### src/rtl/descrambler_if.sv
// Symbol bus between the lane deskew stage and the descrambler.
// The design takes the slave modport; the driving side takes master.
interface descrambler_if #(
    parameter int ERR_W = 16
);
    logic [31:0]      data_in;
    logic [3:0]       isk_in;
    logic [31:0]      data_out;
    logic [3:0]       isk_out;
    logic             locked;
    logic             sr_err;
    logic [ERR_W-1:0] err_cnt;

    modport slave (
        input  data_in, isk_in,
        output data_out, isk_out, locked, sr_err, err_cnt
    );

    modport master (
        output data_in, isk_in,
        input  data_out, isk_out, locked, sr_err, err_cnt
    );
endinterface

### src/rtl/descrambler.sv
// DisplayPort receive descrambler: four symbols per clock, x^16+x^5+x^4+x^3+1 keystream,
// SR->BS restoration and scrambler-reset cadence tracking (lock / error count).
module descrambler #(
    parameter int SR_PERIOD = 512,
    parameter int ERR_W     = 16
) (
    input logic           clk,
    input logic           resetn,
    descrambler_if.slave  bus
);
    localparam int CNT_W = (SR_PERIOD > 1) ? $clog2(SR_PERIOD) : 1;
    localparam logic [CNT_W-1:0] CS_LAST = CNT_W'(SR_PERIOD - 1);
    localparam logic [15:0] SEED   = 16'hFFFF;
    localparam logic [7:0]  SYM_SR = 8'h1C;
    localparam logic [7:0]  SYM_BS = 8'hBC;

    typedef enum logic {HUNT, LOCKED} state_t;

    state_t           state, state_next;
    logic [15:0]      lfsr, lfsr_next;
    logic [CNT_W-1:0] cs_cnt, cs_next;
    logic [31:0]      data_p1, dout;
    logic [3:0]       isk_p1;
    logic             err_p1, err_next;
    logic [ERR_W-1:0] err_cnt;
    logic [3:0]       sr, bs;
    logic             multi;

    // One keystream bit per shift; Galois form, MSB is the output bit.
    function automatic logic [15:0] lfsr_step(input logic [15:0] s);
        return {s[14:0], 1'b0} ^ (s[15] ? 16'h0039 : 16'h0000);
    endfunction

    always_comb begin
        for (int i = 0; i < 4; i++) begin
            sr[i] = bus.isk_in[i] && (bus.data_in[8*i +: 8] == SYM_SR);
            bs[i] = bus.isk_in[i] && (bus.data_in[8*i +: 8] == SYM_BS);
        end
        multi = ($countones(sr | bs) > 1);
    end

    // Walk the slots in symbol order: an SR reseeds without consuming keystream,
    // every other symbol (K or data) consumes one keystream byte.
    always_comb begin
        logic [15:0] s;
        logic [7:0]  key;
        logic [7:0]  sym;
        s    = lfsr;
        dout = '0;
        for (int i = 0; i < 4; i++) begin
            sym = bus.data_in[8*i +: 8];
            key = '0;
            if (sr[i]) begin
                s = SEED;
                dout[8*i +: 8] = SYM_BS;
            end else begin
                for (int b = 0; b < 8; b++) begin
                    key[b] = s[15];
                    s = lfsr_step(s);
                end
                dout[8*i +: 8] = bus.isk_in[i] ? sym : (sym ^ key);
            end
        end
        lfsr_next = s;
    end

    always_comb begin
        state_next = state;
        err_next   = multi;
        cs_next    = cs_cnt;
        if (|sr) begin
            cs_next = '0;
            if (state == LOCKED && cs_cnt != CS_LAST)
                err_next = 1'b1;
            state_next = LOCKED;
        end else if (|bs) begin
            cs_next = (cs_cnt == CS_LAST) ? '0 : cs_cnt + 1'b1;
            if (state == LOCKED && cs_cnt == CS_LAST) begin
                err_next   = 1'b1;
                state_next = HUNT;
            end
        end
    end

    // Single register stage: everything below lines up with the word just received.
    always_ff @(posedge clk) begin
        if (!resetn) begin
            state   <= HUNT;
            lfsr    <= SEED;
            cs_cnt  <= '0;
            data_p1 <= '0;
            isk_p1  <= '0;
            err_p1  <= 1'b0;
            err_cnt <= '0;
        end else begin
            state   <= state_next;
            lfsr    <= lfsr_next;
            cs_cnt  <= cs_next;
            data_p1 <= dout;
            isk_p1  <= bus.isk_in;
            err_p1  <= err_next;
            if (err_next && err_cnt != {ERR_W{1'b1}})
                err_cnt <= err_cnt + 1'b1;
        end
    end

    assign bus.data_out = data_p1;
    assign bus.isk_out  = isk_p1;
    assign bus.locked   = (state == LOCKED);
    assign bus.sr_err   = err_p1;
    assign bus.err_cnt  = err_cnt;
endmodule
### src/flat_wrapper.sv
// flat-port wrapper written by rule: the top's interface ports become plain ports
module descrambler_flat 
#(
    parameter int SR_PERIOD = 512,
    parameter int ERR_W     = 16
)
  (clk, resetn, bus_data_in, bus_isk_in, bus_data_out, bus_isk_out, bus_locked, bus_sr_err, bus_err_cnt);
  descrambler_if #(.ERR_W(ERR_W)) bus_i ();
  input logic clk;
  input logic resetn;
  input wire logic [$bits(bus_i.data_in)-1:0] bus_data_in;
  input wire logic [$bits(bus_i.isk_in)-1:0] bus_isk_in;
  output wire logic [$bits(bus_i.data_out)-1:0] bus_data_out;
  output wire logic [$bits(bus_i.isk_out)-1:0] bus_isk_out;
  output wire logic [$bits(bus_i.locked)-1:0] bus_locked;
  output wire logic [$bits(bus_i.sr_err)-1:0] bus_sr_err;
  output wire logic [$bits(bus_i.err_cnt)-1:0] bus_err_cnt;
  assign bus_i.data_in = bus_data_in;
  assign bus_i.isk_in = bus_isk_in;
  assign bus_data_out = bus_i.data_out;
  assign bus_isk_out = bus_i.isk_out;
  assign bus_locked = bus_i.locked;
  assign bus_sr_err = bus_i.sr_err;
  assign bus_err_cnt = bus_i.err_cnt;
  descrambler #(.SR_PERIOD(SR_PERIOD), .ERR_W(ERR_W)) u_core (.clk(clk), .resetn(resetn), .bus(bus_i));
endmodule
### config.mk
export PLATFORM = sky130hd
export DESIGN_NAME = descrambler_flat
export DESIGN_NICKNAME = d
export VERILOG_FILES = /design/src/rtl/descrambler_if.sv /design/src/rtl/descrambler.sv /design/src/flat_wrapper.sv
export SDC_FILE = /design/constraint.sdc
export NUM_CORES = 1
export LEC_CHECK = 0
export ABC_CLOCK_PERIOD_IN_PS = 6100
export BUFFER_PORTS_ARGS = -buffer_cell sky130_fd_sc_hd__buf_2
export CORE_UTILIZATION = 30
export CTS_CLUSTER_DIAMETER = 200
export DETAILED_ROUTE_END_ITERATION = 10
export MAX_ROUTING_LAYER = met4
export SYNTH_ARGS = -nofsm -noshare
export SYNTH_HDL_FRONTEND = slang
export SYNTH_SLANG_ARGS = --single-unit
### constraint.sdc
create_clock -name clk -period 6.1 [get_ports clk]
set_input_delay 0.305 -clock clk [delete_from_list [all_inputs] [get_ports clk]]
set_output_delay 0.305 -clock clk [all_outputs]
set_load 0.02 [all_outputs]
# --- Yosys cells after proc, flatten, opt, wreduce, memory -nomap -nowiden ---
# Index checks and enable logic that the tools add are counted.
word_totals:
  reg_bits: 79
  input_bits: 38
  word_cells: 138
op_classes:
  n_addsub: 5
  magnitude_cmp: 1
  n_eq_ne: 11
  mux: 51
  n_bitwise: 38
  n_reduce_logical: 21
ops:
  columns: ["cell", "n"]
  rows:
  - ["XOR 16 bit", 32]
  - ["2-to-1 mux 6 bit", 32]
  - ["2-to-1 mux 8 bit", 8]
  - ["2-to-1 mux 16 bit", 3]
  - ["adder 32 bit", 1]
  - ["equality test 8 x 5 -> 1 bit (second input constant)", 4]
  - ["equality test 8 bit (second input constant)", 4]
  - ["> comparator 32 x 2 -> 1 bit (second input constant)", 1]
  - ["XOR 8 bit", 4]
  - ["adder 16 x 1 -> 16 bit (second input constant)", 1]
  - ["!= test 16 bit (second input constant)", 1]
  - ["logical AND 1 bit", 11]
  - ["adder 9 x 1 -> 9 bit (second input constant)", 1]
  - ["equality test 9 bit (second input constant)", 1]
  - ["2-to-1 mux 9 bit", 1]
  - ["!= test 9 bit (second input constant)", 1]
  - ["OR reduction 2 bit", 4]
  - ["OR reduction 4 bit", 2]
  - ["2-to-1 mux 1 bit", 7]
  - ["OR reduction 5 bit", 1]
  - ["adder 1 x 1 -> 2 bit", 2]
  - ["OR 4 bit", 1]
  - ["nonzero test 2 bit", 2]
  - ["AND reduction 2 bit", 1]
  - ["inverter 1 bit", 1]

# --- Depth between registers and ports, before layout ---
# Gate-level depths: netlist of the first run.
depth:
  ltp_word: 68
  mapped_depth: 13
  depth_no_buf: 11

# --- Least setup slack after synthesis of the first run ---
# Ideal clock, no wire load.
synth_path:
  path_type: "input-to-reg"
  start: "input port bus_isk_in[1]"
  end: "register u_core.err_cnt[1] (netlist: u_core.bus.err_cnt[1])"
  setup_ns: 0.128
  arrival_time_ns: 2.827
  required_time_ns: 5.972
  path_slack_ns: 3.145
  stages: 13
  n_path_buf: 3
  path_cell_list: "buf_4 > or3b_1 > a211oi_1 > ha_1 > and2_1 > fa_1 > nor2_1 > o2bb2ai_4 > nor2_4 > buf_6 > buf_2 > mux2i_1 > nor2_1"
synth_via:
  elab_chain_cells: 9
  elab_cells_between_ends: 13
synth_rtl:
  columns: ["element", "line", "rtl"]
  rows:
  - ["start, declared", "flat_wrapper.sv:12", "input wire logic [$bits(bus_i.isk_in)-1:0] bus_isk_in;"]
  - ["logical AND 1 bit (on tied branches)", "descrambler.sv:36, descrambler.sv:37", null]
  - ["OR 4 bit", "descrambler.sv:39", "multi = ($countones(sr | bs) > 1);"]
  - ["adder 1 x 1 -> 2 bit (implied by the code)", "descrambler.sv:39", null]
  - ["adder 32 bit (implied by the code)", "descrambler.sv:39", null]
  - ["> comparator 32 x 2 -> 1 bit", "descrambler.sv:39", null]
  - ["2-to-1 mux 1 bit", "descrambler.sv:78", "if (state == LOCKED && cs_cnt == CS_LAST) begin"]
  - ["2-to-1 mux 1 bit", "descrambler.sv:76", "end else if (|bs) begin"]
  - ["2-to-1 mux 1 bit *", "descrambler.sv:71", "if (|sr) begin"]
  - ["logical AND 1 bit *", "descrambler.sv:102", "if (err_next && err_cnt != {ERR_W{1'b1}})"]
  - ["end signal, assigned", "descrambler.sv:103", "err_cnt <= err_cnt + 1'b1;"]
  - ["end, declared", "descrambler.sv:25", "logic [ERR_W-1:0] err_cnt;"]
# Every way passes the cells marked *; elsewhere a longest branch is shown, timed or not.
# A chain may end at the register's enable or synchronous reset.

# --- Worst setup path in the final report of the first run ---
layout_path:
  start: "input port bus_isk_in[2]"
  end: "register u_core.err_cnt[1] (netlist: u_core.bus.err_cnt[1])"
# The elaborated chain is that of the path after synthesis.

==> metrics.csv, run 1 <==
metric,value,unit
holdCritStartpoint,bus_data_in[10],
synthArstFlopShare,0,%
clockBufferDepth,2,
worstPathCellList,"buf_2, or3b_2, a211oi_1, ha_1, and2_1, fa_1, nor2_1, o2bb2ai_4, nor2_4, mux2i_1, nor2_1",
post-cts-setup-buffers,0,
global_route_wire_length_before_repair,19.3,mm
timing_max_transition_violations_final,0,
critical_path_s_most_frequent_cell,sky130_fd_sc_hd__nor2_1,
yosysWarningCount,0,
synth_sequential_area_ratio,35.2,%
sink_count_of_the_clock_tree,79,
syn_inst,509,
dominantRegCellSynth,sky130_fd_sc_hd__dfxtp_1,
h_tree_depth,3,
antenna_found_initial,0,
crit_family,simple AND/OR/NAND/NOR gates,
setup.worst_path.start_class,input pin,
crit_arrival,3190,ps
slowest_delay,520,ps
max-slew-margin-rel,27.7,%
wl_met3,724,µm
period_share,49.0,%
synth.avg_cell_area,8.83,µm²
timing.max_cap.violations,0,
die_area,15500,µm²
vias_per_cell,4.94,
worst_hold_path.num_cells,3,
min_delay_worst_endpoint,u_core.bus.data_out[10],
synth.net_count,553,
finalNetCount,632,
wl_met1,5.66,mm
numCtsBuffers,9,
cp-end-kind,flip-flop,
std_cell_rows,44,
timing.reg2reg.worst_path_depth,7,
postCtsResizedCells,0,
ctsRootBufferMaster,sky130_fd_sc_hd__clkbuf_16,
register_bit_count_reported_by_yosys,79,
overflow_left_after_global_routing,0,
netlist_area_before_placement,4490,µm²
grt_start_max_net_pins,36,
post_synth_num_cell_types,51,
synth-edff-count,0,
route.detailed.wl_per_inst,15.4,µm
worst_hold_path_type,input pin to flip-flop,
cts.clk_slew.worst_paths,60,ps
detailroute.via_count,3841,
synthToLayoutAreaGrowth,20.7,%
initial_utilization,30.8,%
dr.first_iter.drc_count,259,
setup_viol,0,
maxClockFrequency,335,MHz
antenna_violating_nets_post_route,0,
crit_type,input pin to flip-flop,
drive_gt1_share,20.6,%
timing.setup.tns,0,ps
detail_route.first_pass.iterations,4,
cp.required,6300,ps
crit_buf_inv,1,
place_congestion,0.912,
finalWirelength,12.0,mm
fp.dieW,124,µm
clock-skew-final,10.8,ps
r2r_start,u_core.lfsr[12],
top_level_ports,92,
reg2reg_slack,3370,ps
grt_pass1_vias,3756,
place_hpwl,9.11,mm
cts.hold.buffers_added,0,
result_of_the_run,finished clean,
clock_insertion_delay_worst_skew,350,ps
top_layer,met4,
met2RoutedLength,5.34,mm
timing.critical_path.fanout_max,24,
r2r_end,u_core.lfsr[8],
worst-slew-pin-transition,1080,ps
chipHeight,124,µm
shortest_clock_period_the_worst_path_allows_after_layout,2990,ps
worst_setup_path_startpoint,bus_isk_in[2],
final-hold-violation-count,0,
critPathSlowestCell,sky130_fd_sc_hd__or3b_2,
total_routing_usage_reported_by_global_routing,16.3,%
remaining_drc_errors,0,
rsz0062_at_grt,no,
core_region_area,14600,µm²
portBuffers,91,
cts_tree,yes,
-- cell type report --
cell class / instances / area [µm²]
Clock inverter: 5 / 106
Inverter: 4 / 15.0
Clock buffer: 10 / 229
Timing Repair Buffer: 93 / 470
Tap cell: 184 / 230
Fill cell: 1500 / 9170
Sequential cell: 79 / 1580
Multi-Input combinational cell: 401 / 2790
Antenna cell: 1 / 2.50
-- flip-flops by register name (all words and copies together) (netlist names) --
| name | cells |
|---|---|
| u_core.bus.locked | 1 |
| u_core.lfsr | 16 |
| u_core.bus.data_out | 32 |
| u_core.bus.sr_err | 1 |
| u_core.bus.isk_out | 4 |
| u_core.cs_cnt | 9 |
| u_core.bus.err_cnt | 16 |
-- cells in the mapped netlist, drive strengths merged (2+ instances only) --
cell	count	area (µm²)
or4	12	90.1
ha	5	62.6
o211ai	2	15.0
a211oi	2	15.0
nor2b	3	18.8
nor2	58	225
xnor3	6	135
buf	6	45.0
mux2i	4	40.0
o31ai	10	75.1
xnor2	84	751
a21oi	36	180
xor2	28	245
and2	9	56.3
nor3	8	40.0
dfxtp	79	1580
clkbuf	19	71.3
a31oi	2	12.5
nand3	12	60.1
o21a	4	30.0
o21ai	13	65.1
nand4b	4	35.0
or3b	3	26.3
or2	7	43.8
nor4	3	18.8
nand4	7	58.8
nand2	41	154
nand2b	2	12.5
o311a	2	20.0
inv	3	11.3
and2b	8	60.1
or3	7	43.8
o21bai	4	30.0
and3	6	37.5
-- cell families (layout without fill, tap and decap cells) --
family	after synthesis	in the layout	synth area share, %
AND/OR/NAND/NOR	192	192	22.2
XOR/XNOR	118	118	25.2
AO/OA/AOI/OAI	81	81	11.8
flip-flops	79	79	35.2
buffers and inverters	29	112	2.92
adder cells (fa/ha/maj)	6	6	1.84
multiplexers	4	4	0.891
other	0	1	0
-- worst min-delay path: stages --
cell and delay (ps):
sky130_fd_sc_hd__buf_2 100, sky130_fd_sc_hd__xor2_1 60, sky130_fd_sc_hd__nor2_1 70
-- cells in the final DEF (no fill, tap or decap), drive strengths merged, types with 3 or more instances in the layout --
| master | Yosys | routed |
|---|---|---|
| nor4 | 3 | 3 |
| ha | 5 | 5 |
| o31ai | 10 | 10 |
| nor2b | 3 | 3 |
| a21oi | 36 | 36 |
| dfxtp | 79 | 79 |
| nand3 | 12 | 12 |
| or4 | 12 | 12 |
| inv | 3 | 4 |
| and2 | 9 | 9 |
| or3b | 3 | 3 |
| or3 | 7 | 7 |
| and3 | 6 | 6 |
| nand2 | 41 | 41 |
| nor3 | 8 | 8 |
| xnor2 | 84 | 84 |
| clkbuf | 19 | 10 |
| o21bai | 4 | 4 |
| xnor3 | 6 | 6 |
| o21ai | 13 | 13 |
| and2b | 8 | 8 |
| bufinv | 0 | 3 |
| buf | 6 | 93 |
| xor2 | 28 | 28 |
| nand4b | 4 | 4 |
| nand4 | 7 | 7 |
| mux2i | 4 | 4 |
| o21a | 4 | 4 |
| nor2 | 58 | 58 |
| or2 | 7 | 7 |
-- how the worst max path moves through the flow --
| stage | to | cells after the start |
|---|---|---|
| after global routing | u_core.bus.err_cnt[15] | 11 |
| after CTS | u_core.bus.err_cnt[1] | 11 |
| final | u_core.bus.err_cnt[1] | 11 |
| after detailed placement | u_core.bus.err_cnt[1] | 11 |
| after global placement | u_core.bus.err_cnt[1] | 11 |
| after floorplan | u_core.bus.err_cnt[1] | 13 |
-- stage by stage --
step	worst slack (ps)	std cells	hold slack, ps	utilization [%]	cell area [µm²]
after CTS	3090	776	214	37.2	5420
after floorplan	3150	509	427	-	4490
after global placement	2770	761	484	34.9	5080
final	3110	777	222	37.2	5420
after detailed placement	2730	761	496	34.9	5080
after global routing	2870	776	234	37.2	5420
-- per-layer routing --
metal | GRT usage, % | vias up
met5 | - | -
met4 | 6.95 | 0
met3 | 3.61 | 17
met2 | 25.0 | 121
met1 | 20.5 | 1818
li1 | - | 1885
Power of run 1 is not shown: default switching activity piles up to over one toggle a cycle in this logic, so the estimate is an artifact.
==> run 2, diff against run 1 <==
ABC_CLOCK_PERIOD_IN_PS = 3000   (was 6100)
clock period = 3 ns   (was 6.1 ns; I/O delays follow)
==> metrics.csv, run 2 (same netlist as run 1, synthesis figures left out) <==
metric,value,unit,change
result_of_the_run,finished clean,,
timing.reg2reg.worst_path_depth,7,,unchanged
timing.max_cap.violations,0,,unchanged
chipHeight,124,µm,unchanged
ctsRootBufferMaster,sky130_fd_sc_hd__clkbuf_16,,
max-slew-margin-rel,48.2,%,+21 points
detailroute.via_count,3933,,+2.4%
setup_viol,0,,unchanged
critical_path_s_most_frequent_cell,sky130_fd_sc_hd__a21oi_1,,
shortest_clock_period_the_worst_path_allows_after_layout,2790,ps,
num-fill-cells,1494,,-0.40%
r2r_start,u_core.lfsr[13],,
maxClockFrequency,358,MHz,
timing.critical_path.fanout_max,24,,unchanged
grt_start_max_net_pins,32,,-11%
cp.required,3270,ps,-3030 ps
worst-slew-pin-transition,771,ps,-307 ps
worst_hold_path.num_cells,3,,unchanged
sink_count_of_the_clock_tree,79,,unchanged
cp-end-kind,flip-flop,,
r2r_end,u_core.lfsr[8],,
multi_input_comb_area,2790,µm²,unchanged
global_route_wire_length_before_repair,19.7,mm,+2.5%
final_core_util,38.1,%,+0.94 points
grt_pass1_vias,3782,,+0.69%
critPathSlowestCell,sky130_fd_sc_hd__or4_1,,
dr.first_iter.drc_count,263,,+1.5%
placed_cells,785,,+3.2%
reg2reg_slack,380,ps,-2990 ps
place_hpwl,9.38,mm,+3.0%
antenna_violating_nets_post_route,0,,unchanged
slowest_delay,510,ps,about the same
numCtsBuffers,9,,unchanged
portBuffers,91,,unchanged
use_met1,21.9,%,+1.4 points
drive_gt1_share,24.0,%,+3.4 points
die_area,15500,µm²,unchanged
cts.hold.buffers_added,0,,unchanged
core_region_area,14600,µm²,unchanged
vias_per_cell,4.91,,-0.67%
crit_arrival,3070,ps,-120 ps
worstPathCellList,"buf_2, nand4b_1, or3_1, a21oi_1, ha_1, and2_1, fa_1, nor2_1, o2bb2ai_4, nor2_4, or4_1, a21oi_1",,
clock-skew-final,14.2,ps,+3.40 ps
mostFrequentLayoutCells,"sky130_fd_sc_hd__buf_2 (91), sky130_fd_sc_hd__xnor2_1 (82), sky130_fd_sc_hd__dfxtp_1 (79)",,
finalNetCount,656,,+3.8%
worst_setup_path_startpoint,bus_data_in[24],,
period_share,93.1,%,
setup.worst_path.start_class,input pin,,
register_area,1580,µm²,unchanged
post-cts-setup-buffers,0,,unchanged
synthToLayoutAreaGrowth,23.7,%,
global_route.usage.met3,2.96,%,-0.64 points
overflow_left_after_global_routing,0,,unchanged
layout.cell_area.non_filler,5560,µm²,+2.5%
cts.clk_slew.worst_paths,70,ps,about the same
std_cell_rows,44,,unchanged
mostFrequentLayoutCell,sky130_fd_sc_hd__buf_2,,
fp.dieW,124,µm,unchanged
cts_tree,yes,,
timing_max_transition_violations_final,0,,unchanged
postCtsResizedCells,0,,unchanged
rsz0062_at_grt,no,,
worst_hold_path_type,input pin to flip-flop,,
remaining_drc_errors,0,,unchanged
detail_route.first_pass.iterations,5,,+1
crit_type,input pin to flip-flop,,
largest_register_ff_count,32,,unchanged
h_tree_depth,3,,unchanged
initial_utilization,30.8,%,unchanged
clock_insertion_delay_worst_skew,350,ps,about the same
top_level_ports,92,,unchanged
clockBufferDepth,2,,unchanged
min_delay_worst_endpoint,u_core.bus.data_out[17],,
total_routing_usage_reported_by_global_routing,16.6,%,+0.29 points
busiest_layer_in_global_routing,met2,,
final-hold-violation-count,0,,unchanged
antennaDiodeCount,0,,-1
route.detailed.wl_per_inst,15.1,µm,-1.9%
place_congestion,0.881,,-3.4%
antenna_found_initial,0,,unchanged
detailed_place.area,5270,µm²,+3.5%
instances_no_fill,801,,+3.1%
global_routing_usage_on_met2,24.7,%,-0.23 points
holdCritStartpoint,bus_data_in[17],,
finalWirelength,12.1,mm,+1.1%
timing.setup.tns,0,ps,unchanged
[run 2: cell types whose count changed in the layout (fill, tap and decap cells not counted)]
cell / previous run / this run
sky130_fd_sc_hd__bufinv_16: 3 / 1
sky130_fd_sc_hd__buf_4: 2 / 26
sky130_fd_sc_hd__clkbuf_1: 1 / 0
sky130_fd_sc_hd__clkinv_2: 0 / 3
sky130_fd_sc_hd__diode_2: 1 / 0
sky130_fd_sc_hd__inv_6: 1 / 2
[run 2: worst max-delay path by stage]
stage / slack, ps / depth (start not counted) / end
finish: 210 / 12 / u_core.bus.err_cnt[9]
global route: 60 / 12 / u_core.bus.err_cnt[1]
CTS: 290 / 12 / u_core.bus.err_cnt[9]
detailed placement: -80 / 12 / u_core.bus.err_cnt[9]
global placement: -20 / 12 / u_core.bus.err_cnt[1]
floorplan: 200 / 13 / u_core.bus.err_cnt[1]
[run 2: worst max-delay path: cells and delay by family]
family                     cells  cell delay [ps]
buffers and inverters          1              110
adders and majority gates      2              770
AOI/OAI and AO/OA              3              630
and+or+nand+nor                6             1410
[run 2: layout make-up]
class | count | share of cell area (%)
Clock inverter | 7 | 1.26
Timing Repair Buffer | 117 | 11.7
Multi-Input combinational cell | 401 | 50.1
Inverter | 4 | 0.270
Clock buffer | 9 | 4.05
Tap cell | 184 | 4.14
Sequential cell | 79 | 28.4
[run 2: metal layers]
layer / share of wire [%] / routed length, µm
met1: 48 / 5830
met2: 44 / 5340
met3: 6.0 / 720
met4: 1.7 / 209
met5: 0 / 0
[run 2: per-stage QoR]
stage / hold WS [ps] / worst slack (ps)
6_report: 63.0 / 206
5_1_grt: 70.5 / 60.3
4_1_cts: 54.2 / 289
3_5_place_dp: 422 / -82.6
3_3_place_gp: 407 / -21.3
2_1_floorplan: 272 / 200
Power of run 2 is left out for the same reason.
==> run 3, diff against run 2 <==
CORE_ASPECT_RATIO = 1.75   (was default)
SKIP_CTS_REPAIR_TIMING = 1   (was default)
==> metrics.csv, run 3 (same netlist as run 1, synthesis figures left out) <==
metric,value,unit,change
clock-skew-final,11.9,ps,-2.26 ps
maxClockFrequency,358,MHz,about the same
global_route_wire_length_before_repair,20.3,mm,+2.6%
cp-end-kind,flip-flop,,
cp.required,3210,ps,-60 ps
std_cell_rows,58,,+32%
numCtsBuffers,9,,unchanged
detailroute.via_count,3956,,+0.58%
remaining_drc_errors,0,,unchanged
route.detailed.wl_per_inst,16.1,µm,+6.5%
period_share,93.1,%,about the same
crit_type,input pin to flip-flop,,
initial_utilization,31.0,%,+0.16 points
place_congestion,0.956,,+8.5%
chipHeight,164,µm,+32%
dr.first_iter.drc_count,127,,-52%
sink_count_of_the_clock_tree,79,,unchanged
clockBufferDepth,2,,unchanged
worst_hold_path.num_cells,3,,unchanged
timing.max_cap.violations,0,,unchanged
setup_viol,0,,unchanged
fp.dieW,94.5,µm,-24%
clock_insertion_delay_worst_skew,340,ps,about the same
overflow_left_after_global_routing,0,,unchanged
final-hold-violation-count,0,,unchanged
timing.critical_path.fanout_max,24,,unchanged
timing_max_transition_violations_final,0,,unchanged
crit_arrival,3000,ps,-70 ps
timing.setup.tns,0,ps,unchanged
core_region_area,14500,µm²,-0.51%
vias_per_cell,4.89,,-0.41%
setup.worst_path.start_class,input pin,,
drive_gt1_share,25.3,%,+1.3 points
result_of_the_run,finished clean,,
largest_register_ff_count,32,,unchanged
antenna_found_initial,1,,+1
timing.reg2reg.worst_path_depth,7,,unchanged
slowest_delay,430,ps,-80 ps
critPathSlowestCell,sky130_fd_sc_hd__fa_1,,
finalNetCount,667,,+1.7%
portBuffers,91,,unchanged
rsz0062_at_grt,no,,
grt_start_max_net_pins,36,,+13%
cts.clk_slew.worst_paths,60,ps,about the same
grt_pass1_vias,4029,,+6.5%
worst-slew-pin-transition,710,ps,-61.5 ps
top_level_ports,92,,unchanged
worst_hold_path_type,input pin to flip-flop,,
total_routing_usage_reported_by_global_routing,17.9,%,+1.4 points
critical_path_s_most_frequent_cell,sky130_fd_sc_hd__nor2_1,,
mostFrequentLayoutCells,"sky130_fd_sc_hd__buf_2 (91), sky130_fd_sc_hd__xnor2_1 (82), sky130_fd_sc_hd__dfxtp_1 (79)",,
max-slew-margin-rel,52.4,%,+4.2 points
detail_route.first_pass.iterations,4,,-1
h_tree_depth,3,,unchanged
cts_tree,yes,,
hold_ws,83.0,ps,+20.0 ps
shortest_clock_period_the_worst_path_allows_after_layout,2790,ps,-0.743 ps
finalWirelength,13.0,mm,+7.6%
ctsRootBufferMaster,sky130_fd_sc_hd__clkbuf_16,,
die_area,15500,µm²,+0.13%
num-fill-cells,1491,,-0.20%
place_hpwl,10.6,mm,+13%
worstPathCellList,"buf_2, or3b_1, nor3_1, buf_4, ha_1, and2_1, fa_1, nor2_1, o2bb2ai_4, nor2_4, mux2i_1, nor2_1",,
mostFrequentLayoutCell,sky130_fd_sc_hd__buf_2,,
synthToLayoutAreaGrowth,25.2,%,
antenna_violating_nets_post_route,0,,unchanged
[run 3: cell count changes in the layout (fill, tap and decap cells not counted)]
cell                         delta
sky130_fd_sc_hd__clkinvlp_4     +1
sky130_fd_sc_hd__bufinv_16      -1
sky130_fd_sc_hd__inv_6          +1
sky130_fd_sc_hd__buf_4         +11
sky130_fd_sc_hd__clkinv_2       -2
sky130_fd_sc_hd__clkinv_4       +1
sky130_fd_sc_hd__diode_2        +1
[run 3: final timing paths]
check,start,endpoint,slack (ps)
worst max-delay path,bus_data_in[6],u_core.bus.err_cnt[1],210
worst min-delay path,bus_data_in[28],u_core.bus.data_out[28],80
worst max register to register,u_core.lfsr[12],u_core.lfsr[8],320
worst min register to register,u_core.bus.err_cnt[15],u_core.bus.err_cnt[15],510
[run 3: final cells by class]
| class | instances | area, µm² | area share [%] |
|---|---|---|---|
| tap | 180 | 225 | 4.00 |
| multi-input combinational | 401 | 2790 | 49.6 |
| antenna | 1 | 2.50 | 0.0445 |
| clock buffer | 9 | 225 | 4.00 |
| sequential | 79 | 1580 | 28.1 |
| timing repair buffer | 128 | 733 | 13.0 |
| clock inverter | 7 | 55.1 | 0.979 |
| inverter | 4 | 15.0 | 0.267 |
[run 3: stage by stage]
step / utilization, % / instances / area (µm²) / setup WS (ps)
2_1_floorplan: - / 509 / 4490 / 200
3_3_place_gp: 36.8 / 792 / 5340 / -56.1
3_5_place_dp: 36.8 / 792 / 5340 / -170
4_1_cts: 38.7 / 808 / 5620 / 189
5_1_grt: 38.8 / 809 / 5630 / 20.9
6_report: 38.8 / 809 / 5630 / 207
[run 3: critical path: cells and delay by family]
kind / cells / cell delay [ps]
simple gates: 6 / 1540
fa+ha+maj: 2 / 660
buf+inv: 2 / 280
mux: 1 / 260
compound gates: 1 / 100
[run 3: per-layer routing]
metal  wire (µm)  global-route usage, %  up-vias
met2        7220                   33.7      100
met4         603                   10.5        0
met5           0                      -        -
met3         501                   2.64       31
li1            -                      -     1958
met1        4700                   16.8     1867
Power of run 3 is left out for the same reason.
